### config.mk
export PLATFORM = sky130hd
export DESIGN_NAME = cache_ctrl
export DESIGN_NICKNAME = d
export VERILOG_FILES = /design/src/rtl/cache_ctrl.sv
export SDC_FILE = /design/constraint.sdc
export NUM_CORES = 1
export LEC_CHECK = 0
export BUFFER_PORTS_ARGS = -buffer_cell sky130_fd_sc_hd__buf_2
export CORE_UTILIZATION = 50
export CTS_CLUSTER_DIAMETER = 120
export CTS_CLUSTER_SIZE = 40
export DETAILED_ROUTE_END_ITERATION = 10
export PLACE_DENSITY = 0.7
export SETUP_SLACK_MARGIN = 0.02
export SYNTH_ARGS = -nofsm -noshare
export SYNTH_HDL_FRONTEND = slang
export SYNTH_SLANG_ARGS = --single-unit
export TNS_END_PERCENT = 50
### constraint.sdc
create_clock -name clk -period 5.4 [get_ports clk]
set_clock_uncertainty 0.2 [all_clocks]
set_input_delay 0.54 -clock clk [delete_from_list [all_inputs] [get_ports clk]]
set_output_delay 0.54 -clock clk [all_outputs]
set_load 0.03 [all_outputs]
### src/rtl/cache_ctrl.sv
// Direct-mapped, write-back, write-allocate data-cache controller.
// Hits complete in the request cycle; misses run optional write-back then line fill.
module cache_ctrl #(
   parameter int unsigned ADDR_WIDTH = 32,
   parameter int unsigned WORD_WIDTH = 32,
   parameter int unsigned LINE_WIDTH = 128,
   parameter int unsigned NUM_LINES  = 4
) (
   input  logic                  clk,
   input  logic                  reset,
   input  logic                  cpu_req,
   input  logic                  cpu_we,
   input  logic [ADDR_WIDTH-1:0] cpu_addr,
   input  logic [WORD_WIDTH-1:0] cpu_wdata,
   output logic [WORD_WIDTH-1:0] cpu_rdata,
   output logic                  cpu_ready,
   output logic                  mem_req,
   output logic                  mem_we,
   output logic [ADDR_WIDTH-1:0] mem_addr,
   output logic [LINE_WIDTH-1:0] mem_wdata,
   input  logic [LINE_WIDTH-1:0] mem_rdata,
   input  logic                  mem_ready
);

   localparam int unsigned WORDS       = LINE_WIDTH / WORD_WIDTH;
   localparam int unsigned OFFSET_BITS = $clog2(LINE_WIDTH / 8);
   localparam int unsigned INDEX_BITS  = $clog2(NUM_LINES);
   localparam int unsigned TAG_WIDTH   = ADDR_WIDTH - INDEX_BITS - OFFSET_BITS;
   localparam int unsigned WSEL_BITS   = OFFSET_BITS - 2;

   typedef enum logic [1:0] {StIdle, StWriteback, StFill} state_e;

   typedef logic [WORDS-1:0][WORD_WIDTH-1:0] line_t;

   state_e                 state_q, state_d;
   logic [NUM_LINES-1:0]   valid_q, valid_d;
   logic [NUM_LINES-1:0]   dirty_q, dirty_d;
   logic [TAG_WIDTH-1:0]   tag_q  [NUM_LINES];
   logic [TAG_WIDTH-1:0]   tag_d  [NUM_LINES];
   line_t                  data_q [NUM_LINES];
   line_t                  data_d [NUM_LINES];
   logic [TAG_WIDTH-1:0]   miss_tag_q, miss_tag_d;
   logic [INDEX_BITS-1:0]  miss_index_q, miss_index_d;

   logic [TAG_WIDTH-1:0]   req_tag;
   logic [INDEX_BITS-1:0]  req_index;
   logic [WSEL_BITS-1:0]   req_word;
   logic                   hit;
   logic                   unused_addr;

   assign req_tag     = cpu_addr[ADDR_WIDTH-1 -: TAG_WIDTH];
   assign req_index   = cpu_addr[OFFSET_BITS +: INDEX_BITS];
   assign req_word    = cpu_addr[OFFSET_BITS-1:2];
   assign unused_addr = ^cpu_addr[1:0];
   assign hit         = cpu_req & valid_q[req_index] & (tag_q[req_index] == req_tag);

   always_comb begin
      state_d      = state_q;
      valid_d      = valid_q;
      dirty_d      = dirty_q;
      tag_d        = tag_q;
      data_d       = data_q;
      miss_tag_d   = miss_tag_q;
      miss_index_d = miss_index_q;
      cpu_ready    = 1'b0;
      cpu_rdata    = '0;
      mem_req      = 1'b0;
      mem_we       = 1'b0;
      mem_addr     = '0;
      mem_wdata    = '0;

      unique case (state_q)
         StIdle: begin
            if (hit) begin
               cpu_ready = 1'b1;
               if (cpu_we) begin
                  data_d[req_index][req_word] = cpu_wdata;
                  dirty_d[req_index]          = 1'b1;
               end else begin
                  cpu_rdata = data_q[req_index][req_word];
               end
            end else if (cpu_req) begin
               miss_tag_d   = req_tag;
               miss_index_d = req_index;
               state_d      = (valid_q[req_index] && dirty_q[req_index]) ? StWriteback : StFill;
            end
         end
         StWriteback: begin
            // Victim tag/data stay untouched until the fill lands, so read them straight
            // from the array.
            mem_req   = 1'b1;
            mem_we    = 1'b1;
            mem_addr  = {tag_q[miss_index_q], miss_index_q, {OFFSET_BITS{1'b0}}};
            mem_wdata = data_q[miss_index_q];
            if (mem_ready) begin
               dirty_d[miss_index_q] = 1'b0;
               state_d               = StFill;
            end
         end
         StFill: begin
            mem_req  = 1'b1;
            mem_addr = {miss_tag_q, miss_index_q, {OFFSET_BITS{1'b0}}};
            if (mem_ready) begin
               data_d[miss_index_q]  = mem_rdata;
               tag_d[miss_index_q]   = miss_tag_q;
               valid_d[miss_index_q] = 1'b1;
               dirty_d[miss_index_q] = 1'b0;
               state_d               = StIdle;
            end
         end
         default: state_d = StIdle;
      endcase
   end

   always_ff @(posedge clk or negedge reset) begin
      if (!reset) begin
         state_q      <= StIdle;
         valid_q      <= '0;
         dirty_q      <= '0;
         miss_tag_q   <= '0;
         miss_index_q <= '0;
      end else begin
         state_q      <= state_d;
         valid_q      <= valid_d;
         dirty_q      <= dirty_d;
         miss_tag_q   <= miss_tag_d;
         miss_index_q <= miss_index_d;
      end
   end

   // Tag and data storage carry no reset; valid bits guard them.
   always_ff @(posedge clk) begin
      tag_q  <= tag_d;
      data_q <= data_d;
   end

endmodule
==> impl_metrics.ini <==
[run_status]
status = finished clean

[critical_path]
reg2regPathDepth = 8
endpoint_kind = output port
timing.rr.end = data_q[146]
start_kind = primary input
slowest_stage = buf_4
crit_type = primary input to output port
max_stage_delay_ns = 0.67
r2r_start = tag_q[46]
rrSetupSlack_ns = 1.35
cp.arrival_ns = 4.10
worst_path_dominant_cell_family = buffers and inverters
cp.required_ns = 4.66
cp.buffers_inverters = 4
crit_chain = buf_8, buf_4, a21oi_1, a2111oi_0, a21oi_1, nor4_4, nand3b_1, buf_4, nor2b_1, buf_2
cp_max_fo = 48

[drt]
firstDrtPassIters = 7
drt-total-wl_um = 119000
vias = 25814
route.detailed.drc = 0
final_antenna_net_count = 0
wl_per_cell_um = 33.0
via_per_inst = 7.19
drtIter0Drc = 3861

[logic_synthesis]
synth_cells = 2458
yosysTopAreaCellShare_pct = 52.2
yosysMostFrequentCell = edfxtp_1
synth.cell_area_um2 = 35400
synth_area_leaders = edfxtp_1, mux4_2, o22ai_1
async_flop_share_pct = 5.81
yosysSeqAreaShare_pct = 54.9
synthTopCellsByCount = edfxtp_1, o22ai_1, mux4_2, clkbuf_1, nand2_1
synth_edf_count = 616
ys.flop_type = edfxtp_1
syn_avg_cell_area_um2 = 14.4
yosysUniqueCellTypes = 62
synth_top_cell_by_area = edfxtp_1
yosys_register_bits = 654
yosys_warnings = 0

[floorplan]
start_util_pct = 50.6
dieArea_um2 = 71900
core_area_um2 = 70000
die_h_um = 268
ios = 392
num_rows = 97
fp.dieW_um = 268

[clocking]
htree_levels = 1
clockBufferDepth = 3
tritoncts = done
cts_buffers = 20
insertion_delay_ns = 0.62
clockRootBuffer = clkbuf_16
cts_sinks = 654
path_clk_slew_ns = 0.15
postCtsSetupBuffers = 0

[power_and_ir_drop]
swShare_pct = 40.9
combPwrFrac_pct = 45.7
clock_power_share_pct = 13.2
intPower_w = 0.0104
pwr_density_cell_nw_per_um2 = 451
p_leak_nw = 13.1
p_sw_w = 0.00720
ir_drop_v = 0.000317
pwr-share-seq_pct = 41.2

[global_routing]
grt_usage_pct = 32.5
grt_max_degree = 174
grt_pass1_vias = 25735
grt.overflow.total = 0
antenna_found_initial = 6
grt_first_pass_wirelength_um = 170000

[cells_and_area]
register_area_um2 = 19500
area_delta_synth_final_pct = 10.0
drive_gt1_share_pct = 33.7
fillers = 5642
nets = 2841
multi_input_area_um2 = 14900

[min_path]
min-delay-start = cpu_addr[19]
hp-class = primary input to register
whs_path_depth = 2
min_to = miss_tag_q[13]

[sta]
finalHoldViolations = 0
setup_violations = 0
period_share_pct = 89.6
max_freq_mhz = 207
finalSetupTns_ns = 0
finalCriticalPeriod_ns = 4.84
slew_violations = 0
relSlewSlack_pct = 23.7
fin_hold_ws_ns = 0.0248
tightestPinTransition_ns = 1.14
rsz0062_at_grt = no

[place]
hpwlAfterDp_um = 70900
place.gp.congestion = 0.845
io_buffers = 385

[run]
max_cap_viol_count = 0
-- flip-flops by register name (all words and copies together), names as in the netlist --
register	cells
data_q	512
dirty_q	4
miss_index_q	2
miss_tag_q	26
state_q	2
tag_q	104
valid_q	4
-- per-layer routing --
layer | routed length, um | track usage, %
met3 | 15000 | 7.35
met1 | 41400 | 43.3
met4 | 5020 | 12.8
met2 | 57100 | 52.0
met5 | 35 | 0
-- through the flow --
stage | util, % | total power, W | setup WS, ns | cells | instance area [um^2]
finish | 55.6 | 0.0176 | 0.562 | 3591 | 39000
floorplan | - | 0.0126 | 0.813 | 2461 | 35400
CTS | 55.6 | 0.0174 | 0.661 | 3589 | 39000
detailed placement | 54.6 | 0.0152 | 0.556 | 3544 | 38200
global route | 55.6 | 0.0181 | 0.418 | 3591 | 39000
global placement | 54.6 | 0.0150 | 0.656 | 3544 | 38200
-- area by class of cell --
type,instances,share of cell area (%)
sequential,654,49.9
inverter,10,0.0963
clock buffer,27,1.41
antenna,2,0.0128
clock inverter,3,0.141
multi-input combinational,1488,38.3
timing repair buffer,467,7.12
tap,940,3.02
-- cell usage in the layout, fill, tap and decap left out, drive strengths merged, types with 5 or more instances in the layout --
| cell | netlist | final |
|---|---|---|
| nor2b | 64 | 64 |
| a21oi | 8 | 8 |
| mux4 | 328 | 328 |
| dfrtp | 38 | 38 |
| buf | 82 | 452 |
| mux2i | 25 | 25 |
| o22ai | 515 | 515 |
| edfxtp | 616 | 616 |
| inv | 10 | 12 |
| a22oi | 27 | 27 |
| nand2b | 38 | 38 |
| o21ai | 25 | 25 |
| and2 | 130 | 130 |
| or2 | 6 | 6 |
| xnor2 | 13 | 13 |
| nand2 | 174 | 174 |
| dlygate4sd3 | 1 | 15 |
| nand3 | 13 | 13 |
| xor2 | 11 | 11 |
| nand4 | 5 | 5 |
| mux2 | 31 | 31 |
| clkbuf | 225 | 27 |
| nor2 | 29 | 29 |
-- worst max-delay path by stage --
stage                      startpoint             to  slack [ns]  depth (start not counted)
final                     cpu_addr[4]  cpu_rdata[31]        0.56                         10
after global routing      cpu_addr[4]  cpu_rdata[31]        0.42                         10
after CTS                 cpu_addr[4]  cpu_rdata[31]        0.66                         10
after detailed placement  cpu_addr[4]    data_q[155]        0.56                          9
after global placement    cpu_addr[4]    data_q[152]        0.66                          9
after floorplan           cpu_addr[4]      data_q[0]        0.81                         11
-- timing repair --
action                                 in CTS  in global routing
gates resized for setup                     0                  0
hold buffers                               15                  0
endpoints found under the hold margin      52                  0
setup endpoints to repair                   0                  0
-- cell families after synthesis --
| kind of cell | after synthesis | synth area share [%] |
|---|---|---|
| fa+ha+maj | 3 | 0.106 |
| simple gates | 475 | 7.06 |
| compound gates | 598 | 10.8 |
| mux | 384 | 22.8 |
| other cells | 1 | 0.0106 |
| xor+xnor | 24 | 0.593 |
| flops | 654 | 54.9 |
| buf+inv | 319 | 3.75 |
-- power by group through the flow --
stage	sequential [W]	clock [W]	combinational, W
finish	0.00723	0.00231	0.00803
global route	0.00733	0.00246	0.00834
CTS	0.00723	0.00231	0.00791
detailed placement	0.00735	0	0.00788
global placement	0.00726	0	0.00777
floorplan	0.00704	0	0.00560
Note: power is estimated with default switching activity, not from simulation.
